File: config.mk
export PLATFORM = sky130hd
export DESIGN_NAME = prbs7_checker_64
export DESIGN_NICKNAME = d
export VERILOG_FILES = /design/src/rtl/prbs7_checker_64.sv
export SDC_FILE = /design/constraint.sdc
export NUM_CORES = 1
export LEC_CHECK = 0
export BUFFER_PORTS_ARGS = -buffer_cell sky130_fd_sc_hd__buf_2
export CAP_MARGIN = 20
export CELL_PAD_IN_SITES_DETAIL_PLACEMENT = 0
export CELL_PAD_IN_SITES_GLOBAL_PLACEMENT = 1
export CORE_AREA = 2 2 173 175
export DETAILED_ROUTE_END_ITERATION = 6
export DIE_AREA = 0 0 175 177
export PLACE_DENSITY_LB_ADDON = 0.08
export SLEW_MARGIN = 20
export SYNTH_ARGS = -nofsm -noshare
export SYNTH_HDL_FRONTEND = slang
export SYNTH_SLANG_ARGS = --single-unit
File: constraint.sdc
create_clock -name clk -period 7.7 [get_ports clk]
set_input_delay 0.77 -clock clk [delete_from_list [all_inputs] [get_ports clk]]
set_output_delay 0.77 -clock clk [all_outputs]
set_load 0.005 [all_outputs]
File: src/rtl/prbs7_checker_64.sv
`default_nettype none
// ============================================================================
//  Module   : prbs7_checker_64
//  Purpose  : Self-synchronising PRBS-7 (x^7+x^6+1) checker for a 64-bit
//             aligned word stream. Each bit is predicted from the 7 and 6
//             bits before it in serial order, so no seed alignment is needed.
//             Provides lock FSM, per-word error flag / bit count and
//             saturating bit-error and word counters for BER measurement.
//  Ports    : clk      - word clock
//             rst_n    - asynchronous active-low reset
//             din      - aligned data word, bit 0 = earliest serial bit
//             en       - word qualifier (0 = word ignored)
//             clr_cnt  - synchronous clear of err_cnt / word_cnt
//             locked   - FSM is in LOCKED
//             err_flag - current checked word had at least one bit error
//             err_bits - number of bit errors in current checked word
//             err_cnt  - saturating bit-error total (counted while LOCKED)
//             word_cnt - saturating checked-word total (counted while LOCKED)
//  Revision : 1.0 - initial release
// ============================================================================
module prbs7_checker_64 #(
  parameter int LOCK_CNT   = 16,
  parameter int UNLOCK_CNT = 4,
  parameter int CNT_W      = 32
) (
  input  logic             clk,
  input  logic             rst_n,
  input  logic [63:0]      din,
  input  logic             en,
  input  logic             clr_cnt,
  output logic             locked,
  output logic             err_flag,
  output logic [6:0]       err_bits,
  output logic [CNT_W-1:0] err_cnt,
  output logic [47:0]      word_cnt
);

  localparam int c_RUN_W = $clog2(LOCK_CNT + 1);
  localparam int c_BAD_W = $clog2(UNLOCK_CNT + 1);

  typedef enum logic [0:0] {
    ST_HUNT   = 1'b0,
    ST_LOCKED = 1'b1
  } state_t;

  // Stage 1: accepted word and the tail of the word before it. Only the top
  // seven bits of the previous word feed the prediction of bits 0..6.
  logic        r_primed;
  logic [6:0]  r_last_tail;
  logic [6:0]  r_prv_tail;
  logic [63:0] r_cur;
  logic        r_v1;

  // Stage 2 valid (err_flag / err_bits hold the result)
  logic        r_v2;

  state_t               r_state;
  state_t               w_state_nxt;
  logic [c_RUN_W-1:0]   r_run;
  logic [c_RUN_W-1:0]   w_run_nxt;
  logic [c_BAD_W-1:0]   r_bad;
  logic [c_BAD_W-1:0]   w_bad_nxt;

  logic [63:0]          w_pred;
  logic [63:0]          w_ev;
  logic [6:0]           w_pop;
  logic [CNT_W:0]       w_err_sum;

  // The first accepted word after reset only seeds the previous-word tail.
  always_ff @(posedge clk or negedge rst_n) begin
    if (!rst_n) begin
      r_primed    <= 1'b0;
      r_last_tail <= '0;
      r_prv_tail  <= '0;
      r_cur       <= '0;
      r_v1        <= 1'b0;
    end else begin
      r_v1 <= 1'b0;
      if (en) begin
        r_primed    <= 1'b1;
        r_last_tail <= din[63:57];
        if (r_primed) begin
          r_cur      <= din;
          r_prv_tail <= r_last_tail;
          r_v1       <= 1'b1;
        end
      end
    end
  end

  // r_prv_tail[k] holds previous-word bit 57+k.
  always_comb begin
    w_pred = '0;
    for (int n = 7; n < 64; n++) begin
      w_pred[n] = r_cur[n-7] ^ r_cur[n-6];
    end
    for (int n = 0; n < 6; n++) begin
      w_pred[n] = r_prv_tail[n] ^ r_prv_tail[n+1];
    end
    w_pred[6] = r_prv_tail[6] ^ r_cur[0];
    // An all-zero word satisfies the recurrence trivially; flag it as fully
    // errored so a dead link can never lock.
    w_ev = (r_cur == 64'd0) ? {64{1'b1}} : (r_cur ^ w_pred);
    w_pop = '0;
    for (int i = 0; i < 64; i++) begin
      w_pop = w_pop + {6'd0, w_ev[i]};
    end
  end

  always_ff @(posedge clk or negedge rst_n) begin
    if (!rst_n) begin
      r_v2     <= 1'b0;
      err_flag <= 1'b0;
      err_bits <= '0;
    end else begin
      r_v2     <= r_v1;
      err_flag <= r_v1 & (|w_ev);
      err_bits <= r_v1 ? w_pop : 7'd0;
    end
  end

  // Lock FSM
  always_ff @(posedge clk or negedge rst_n) begin
    if (!rst_n) begin
      r_state <= ST_HUNT;
      r_run   <= '0;
      r_bad   <= '0;
    end else begin
      r_state <= w_state_nxt;
      r_run   <= w_run_nxt;
      r_bad   <= w_bad_nxt;
    end
  end

  always_comb begin
    w_state_nxt = r_state;
    w_run_nxt   = r_run;
    w_bad_nxt   = r_bad;
    if (r_v2) begin
      case (r_state)
        ST_HUNT: begin
          if (!err_flag) begin
            if (r_run == c_RUN_W'(LOCK_CNT - 1)) begin
              w_state_nxt = ST_LOCKED;
              w_run_nxt   = '0;
            end else begin
              w_run_nxt = r_run + c_RUN_W'(1);
            end
          end else begin
            w_run_nxt = '0;
          end
        end
        ST_LOCKED: begin
          if (err_flag) begin
            if (r_bad == c_BAD_W'(UNLOCK_CNT - 1)) begin
              w_state_nxt = ST_HUNT;
              w_bad_nxt   = '0;
              w_run_nxt   = '0;
            end else begin
              w_bad_nxt = r_bad + c_BAD_W'(1);
            end
          end else begin
            w_bad_nxt = '0;
          end
        end
        default: begin
          w_state_nxt = ST_HUNT;
          w_run_nxt   = '0;
          w_bad_nxt   = '0;
        end
      endcase
    end
  end

  assign locked = (r_state == ST_LOCKED);

  // One extra bit catches the carry for saturation.
  assign w_err_sum = {1'b0, err_cnt} + (CNT_W+1)'(err_bits);

  always_ff @(posedge clk or negedge rst_n) begin
    if (!rst_n) begin
      err_cnt  <= '0;
      word_cnt <= '0;
    end else if (clr_cnt) begin
      err_cnt  <= '0;
      word_cnt <= '0;
    end else if (r_v2 && (r_state == ST_LOCKED)) begin
      err_cnt <= w_err_sum[CNT_W] ? {CNT_W{1'b1}} : w_err_sum[CNT_W-1:0];
      if (word_cnt != {48{1'b1}}) begin
        word_cnt <= word_cnt + 48'd1;
      end
    end
  end

endmodule
`default_nettype wire

; After elaboration in Yosys (flattened, before gate mapping)
; Cells that the tools add are included.
[totals]
reg_bits = 178
input_bits = 68
output_inout_bits = 89
[classes]
addsub = 67
mux = 22
bitwise_logic = 67
eq_ne = 5
reduce_logical = 9
[ops]
columns = op, n
row1 = $add 7x1->7, 57
row2 = $mux 48, 3
row3 = $mux 32, 3
row4 = $logic_not 64->1, 1
row5 = $mux 64, 1
row6 = $reduce_or 64->1, 1
row7 = $xor 1x1->1, 64
row8 = $xor 64x64->64, 1
row9 = $add 48x1->48 const B, 1
row10 = $ne 48x48->1 const B, 1
row11 = $add 32x7->33, 1
row12 = $mux 5, 4
row13 = $pmux 5 s2, 1
row14 = $add 6x1->7, 1
row15 = $mux 7, 1
row16 = $add 5x1->6, 1
row17 = $mux 1, 6
row18 = $mux 3, 2
row19 = $reduce_and 2->1, 3
row20 = $add 4x1->5, 1
row21 = $add 5x1->5 const B, 1
row22 = $eq 5x4->1 const B, 1
row23 = $add 3x1->4, 1
row24 = $reduce_bool 2->1, 2
row25 = 11 further kinds, 11

; Logic depth before layout (Yosys ltp)
; Gate-level depths: netlist (run 1).
[logic_depth]
word_depth = 67
mapped_depth = 31

; Worst setup path after synthesis (run 1)
; OpenSTA, ideal clock, no wires.
[synth_timing]
kind = reg2reg
startpoint = register r_cur[10]
endpoint = register err_bits[5]
slack_ps = 349
period_less_slack_ps = 7351
n_path_buf = 2
required_ps = 7581
arrival_ps = 7232
stages_incl_launch_ff = 28
setup_ps = 119
cell_sequence = dfrtp_1 inv_1 ha_1 nor4b_1 nand4_1 nor3_1 and3_1 clkbuf_1 clkbuf_1 nor2_1 fa_1 inv_1 fa_1 fa_1 fa_1 fa_1 fa_1 fa_1 inv_1 fa_1 inv_1 ha_1 a21o_1 a21oi_1 o21bai_1 a21oi_1 xnor2_1 and2_1
[synth_between]
elab_chain_len = 66
elab_cells_between_ends = 69
classes_between = 63 x add/sub / 2 x mux / 3 x bitwise / 1 x reduce/logical
[synth_lines]
columns = item, line
row1 = start: declaration, 51  ; logic [63:0] r_cur;
row2 = start signal: assignment, 83  ; r_cur <= din;
row3 = $logic_not 64->1, 103  ; w_ev = (r_cur == 64'd0) ? {64{1'b1}} : (r_cur ^ w_pred);
row4 = $mux 64 (*), 103
row5 = $add 1x1->2, 106  ; w_pop = w_pop + {6'd0, w_ev[i]};
row6 = $add 2x1->3, 106
row7 = $add 3x1->4, 106
row8 = $add 4x1->5, 106
row9 = $add 5x1->6, 106
row10 = $add 6x1->7, 106
row11 = $add 7x1->7 (56 in a row), 106
row12 = $add 7x1->7 (*), 106
row13 = $mux 7 (*), 118  ; err_bits <= r_v1 ? w_pop : 7'd0;
row14 = end signal: assignment, 118
row15 = end: declaration, 33  ; output logic [6:0] err_bits,
; Every way passes the cells marked *; elsewhere a longest branch is shown, timed or not.
; A chain may end at the register's enable or synchronous reset.

; Worst setup path in the final report (run 1)
[layout_timing]
startpoint = register r_cur[16]
endpoint = register err_bits[5]
; Same word-level chain as after synthesis.

==> metrics, run 1 <==
aggregate negative setup slack 0 ns; worst-margin pin slew about 1.0 ns; total CTS buffers 17; Syn Inst Count 1248; Final Slew Violations 0; root buffer cell clkbuf_16; Max Freq between 100 and 150 MHz; initial antenna violation count 0; total iterations of the first detailed-routing run 4; Buffers on Ports 156; GPL Wtd Cong 0.827; asr flop ratio synth 100%; Final min period between 7 and 8 ns; Die Y about 180 um; DIE AREA about 0.031 mm2; worst hold slack ~0.34 ns; number of flops mapped to enable cells by yosys 0; io pins approximately 160; largest fanout on the critical path 11; placed instance area about 0.013 mm2; die width between 150 and 200 um; DRC violations left 0; register area around 0.0045 mm2; Post-DRT Antenna Nets 0; fin area 0.0137 mm2; Mapped Nets between 1000 and 1500; flop2flop setup slack 0.34 ns; Layout Utilization 46.9%; clk_lat worst skew roughly 0.44 ns; vias in the first global route about 9200; layout cell share with drive strength beyond 1 about a fifth; synthesized cell area 0.0118 mm2; Vias between 9000 and 10000; n_diodes 0; Std-Cell Rows 63; Synth Register Bits about 180; CTS tree yes; fin crit share a little over nine tenths; CTS Buffer Depth 2; nets roughly 1600; hold crit path type in -> async; CP Data Arrival Time 7.68 ns; CP Launch Type flip-flop; routed wire length about 32000 um; status completed; Core ar. approximately 0.029 mm2; CTS Sinks around 180; Final Hold Vio Count 0; CTS Hold Bufs 0; Required @ worst endpoint ~8 ns; area delta synth->final 16.1%; global-route wire length before repair 51000 um; Primary FF master, synth dfrtp_1; HPWL Detailed approximately 24000 um; Initial DRC Count roughly 600; Synth warnings 0; CP Class reg -> reg; clock slew at reported path FFs around 0.070 ns; Syn Area/Cell between 9 and 10 um2; Worst slew margin 30.1%; FILL cells around 3000; Initial Utilization around 40%; # setup viols final 0; Worst Setup End Kind flip-flop; synth unique cells 72; Max Cap Viol 0; Post-Route Skew roughly 0.017 ns; largest net degree at the start of global routing around 110; post-DR vias/cell ~5.1; Multi-input gate area a little under 0.007 mm2; GRT Util Overall approximately a fifth; aggregate global routing overflow 0; CTS H-tree lvls 4; Routed WL per cell about 18 um; register area share after synthesis between 30% and 40%
-- cell type report --
cell class,instances,area share [%]
clock buffer,19,3.23
clock inverter,13,1.11
inverter,114,3.12
multi-input combinational,909,49.5
sequential,178,32.5
tap,390,3.56
timing repair buffer,174,6.96
-- state kept, by name, indices dropped and copies added, names as in the netlist --
register / cells
r_prv_tail: 7
err_cnt: 32
err_bits: 7
r_last_tail: 7
r_primed: 1
r_cur: 64
word_cnt: 48
locked: 1
r_v2: 1
r_bad: 3
r_run: 5
err_flag: 1
r_v1: 1
-- cells in the final DEF (no fill, tap or decap), types with 8 or more instances in the layout --
| master | count |
|---|---|
| a21o_1 | 10 |
| a21oi_1 | 42 |
| and2_1 | 21 |
| and3_1 | 15 |
| and4_1 | 8 |
| buf_2 | 155 |
| buf_4 | 14 |
| clkbuf_16 | 18 |
| dfrtp_1 | 178 |
| fa_1 | 54 |
| ha_1 | 54 |
| inv_1 | 113 |
| mux2_2 | 23 |
| nand2_1 | 131 |
| nand3_1 | 35 |
| nand4_1 | 31 |
| nor2_1 | 95 |
| nor2b_1 | 8 |
| nor3_1 | 29 |
| o21ai_0 | 88 |
| o31ai_1 | 9 |
| xnor2_1 | 80 |
| xor2_1 | 56 |
-- final timing paths --
path / start / end / depth (start not counted)
max: r_cur[16]$_DFFE_PN0P_ / err_bits[5]$_DFF_PN0_ / 26
max in group asynchronous: rst_n / r_cur[43]$_DFFE_PN0P_ / 2
min in group clk: r_primed$_DFFE_PN0P_ / r_primed$_DFFE_PN0P_ / 1
min reg2reg: r_primed$_DFFE_PN0P_ / r_primed$_DFFE_PN0P_ / 1
min: rst_n / err_cnt[23]$_DFFE_PN0P_ / 1
max reg2reg: r_cur[16]$_DFFE_PN0P_ / err_bits[5]$_DFF_PN0_ / 26
-- synth_stat cells (all sizes together), types with 8 or more instances --
cell	instances	share of area, %
a21o	10	0.64
a21oi	43	1.8
and2	26	1.4
and3	17	0.91
and4	10	0.76
buf	10	0.52
clkbuf	38	1.3
dfrtp	178	38
fa	55	9.3
ha	55	5.8
inv	114	3.6
mux2	24	2.3
nand2	132	4.2
nand3	36	1.5
nand4	33	1.9
nor2	97	3.2
nor2b	8	0.42
nor3	33	1.5
nor4	9	0.58
o21ai	88	3.7
o31ai	9	0.57
xnor2	80	5.9
xor2	56	4.2
-- repair_timing --
item | in CTS | in global routing
endpoints found under the hold margin | 0 | 0
setup buffers | 0 | 5
gates resized for setup | 0 | 20
setup endpoints to repair | 0 | 4
-- critical path: stages, from the launching register on --
cell	delay (ns)
dfrtp_1	0.43
inv_1	0.18
ha_1	0.17
nand4_1	0.26
nor2_2	0.30
nand3_4	0.18
buf_6	0.19
nand2_1	0.09
fa_1	0.47
fa_1	0.46
fa_1	0.54
inv_1	0.06
fa_1	0.53
inv_1	0.05
fa_1	0.53
fa_1	0.44
fa_1	0.54
inv_1	0.05
fa_1	0.59
inv_1	0.06
ha_1	0.29
a21o_1	0.19
a21oi_2	0.17
o21bai_1	0.08
a21oi_1	0.17
xnor2_1	0.07
and2_1	0.15
-- routing by layer --
metal	vias to the layer above	global-route usage, %	wire (um)
met2	156	36.0	15500
met1	4499	28.0	14600
met4	0	6.11	706
met5	-	0	0
li1	4521	-	-
met3	30	3.26	965
-- cell families (layout without fill, tap and decap cells) --
group	after synthesis	in the layout	share of synthesized area, %
AOI/OAI and AO/OA	199	199	10.3
xor gates and xnor gates	136	136	10.1
adders and majority gates	110	110	15.1
buffers and inverters	162	320	5.43
DFF	178	178	37.7
muxes	26	26	2.49
and+or+nand+nor	437	438	18.9
-- stage by stage --
stage                     std cells  setup slack [ns]
after global placement         1758             0.270
after floorplan                1248             0.349
after detailed placement       1758             0.132
after global routing           1797           -0.0169
final                          1797             0.340
after CTS                      1790             0.106
Power of run 1 is left out: the tool's default activity adds up to more than one toggle a clock period on the data nets, which glitch-free logic cannot reach.
==> run 2, diff against run 1 <==
CORE_AREA = 2 2 158 191   (was 2 2 173 175)
DIE_AREA = 0 0 160 193   (was 0 0 175 177)
PLACE_DENSITY = 0.88   (was default)
PLACE_DENSITY_LB_ADDON = default   (was 0.08)
==> metrics, run 2 (synthesized netlist as in run 1, its figures left out) <==
status completed; worst hold slack about 0.36 ns; Buffers on Ports between 150 and 200; Max Freq roughly 140 MHz; Final Hold Vio Count 0; Top Registers r_cur (64), word_cnt (48), err_cnt (32); GRT Util Overall around a fifth; DIE AREA between 0.03 and 0.04 mm2; CP Launch Type flip-flop; Crit path largest cell delay 0.59 ns; HPWL Detailed between 20000 and 25000 um; clock slew at reported path FFs about 0.070 ns; Worst Setup End Kind flip-flop; CTS Hold Bufs 0; Final min period ~7.3 ns; Vias approximately 9400; global-route wire length before repair 50400 um; initial antenna violation count 0; CTS Buffer Depth 2; commonest non-fill, non-tap cell in the layout dfrtp_1; GPL Wtd Cong roughly 0.94; Std-Cell Rows around 70; Final Slew Violations 0; total CTS buffers 17; n_diodes 0; post-DR vias/cell ~5.3; commonest cells after routing, fill and taps aside 177 x dfrtp_1, 155 x buf_2, 131 x nand2_1; CTS tree yes; CTS H-tree lvls 4; DRC violations left 0; CTS Sinks 178; vias in the first global route between 9000 and 10000; root buffer cell clkbuf_16; Required @ worst endpoint roughly 8.0 ns; die width approximately 160 um; FILL cells approximately 2800; Multi-input gate area 0.00677 mm2; Largest register FFs between 60 and 70; most frequent CP cell fa_1; nets approximately 1600; CP Data Arrival Time ~7.6 ns; clk_lat worst skew roughly 0.44 ns; CP Class reg -> reg; largest fanout on the critical path 21; largest net degree at the start of global routing 88; slowest library cell on the worst path fa_1; area delta synth->final 15.3%; Core ar. between 0.02 and 0.03 mm2; Worst slew margin around a third; worst-margin pin slew slightly below 1 ns; Routed WL per cell ~18 um; layout cell share with drive strength beyond 1 between 10% and 20%; Post-DRT Antenna Nets 0; aggregate global routing overflow 0; # setup viols final 0; fin crit share a little over nine tenths; Initial Utilization 40.5%; io pins about 160; Max Cap Viol 0; hold crit path type in -> async; Post-Route Skew around 0.011 ns; Most flops, register r_cur; register area around 0.0045 mm2; total iterations of the first detailed-routing run 5; Initial DRC Count approximately 750; Die Y around 190 um; routed wire length 31500 um
run 2: cell types whose count changed in the layout (fill, tap and decap cells not counted), sizes merged:
cell      change
buf           -4
clkbuf        +2
bufinv        -1
clkinvlp      +2
clkinv        -4
inv           -1
run 2: repair_timing:
item | 4_1_cts | 5_1_grt
gates cloned | 0 | 1
pin swaps | 0 | 2
setup buffers | 0 | 2
gates resized for setup | 1 | 10
hold endpoints to repair | 0 | 0
setup endpoints to repair | 1 | 5
run 2: routing by layer:
layer  share of wire, %  vias up  track usage, %  wire [um]
li1                   -     4507               -          -
met1                 41     4636            25.0      12900
met2                 53      246            38.6      16800
met3                3.9       32            3.23       1220
met4                2.1        0            6.58        664
met5                  0        -               0          0
run 2: path summary, 6_finish.rpt:
| path | endpoint | from | cells past startpoint | slack, ns |
|---|---|---|---|---|
| max | err_bits[5]$_DFF_PN0_ | r_cur[10]$_DFFE_PN0P_ | 28 | 0.39 |
| min | word_cnt[26]$_DFFE_PN0P_ | rst_n | 1 | 0.36 |
| max reg2reg | err_bits[5]$_DFF_PN0_ | r_cur[10]$_DFFE_PN0P_ | 28 | 0.39 |
| min reg2reg | r_primed$_DFFE_PN0P_ | r_primed$_DFFE_PN0P_ | 1 | 0.47 |
| max in group asynchronous | r_cur[24]$_DFFE_PN0P_ | rst_n | 2 | 6.06 |
| min in group clk | r_primed$_DFFE_PN0P_ | r_primed$_DFFE_PN0P_ | 1 | 0.47 |
run 2: worst max-delay path, delay by kind of cell, from the launching register on:
family / cells / cell delay [ns]
AND/OR/NAND/NOR: 6 / 1.02
buffers and inverters: 7 / 0.55
flip-flops: 1 / 0.40
AO/OA/AOI/OAI: 4 / 0.61
XOR/XNOR: 1 / 0.07
adder cells (fa/ha/maj): 10 / 4.53
run 2: final cells by class:
type                            instances  area share, %
Inverter                              114           3.14
Clock inverter                          9          0.717
Multi-Input combinational cell        909           49.8
Clock buffer                           22           3.48
Tap cell                              390           3.58
Timing Repair Buffer                  169           6.59
Sequential cell                       178           32.7
run 2: per-stage QoR:
step	util, %	instance area [um2]	cells	setup WS (ns)	setup TNS [ns]
after detailed placement	44.5	13000	1757	0.0811	0
after floorplan	-	11800	1248	0.349	0
after CTS	46.4	13500	1788	0.131	0
after global placement	44.4	13000	1757	0.295	0
final	46.7	13600	1791	0.388	0
after global routing	46.7	13600	1791	-0.0441	-0.0655
Power of run 2 is left out for the same reason.
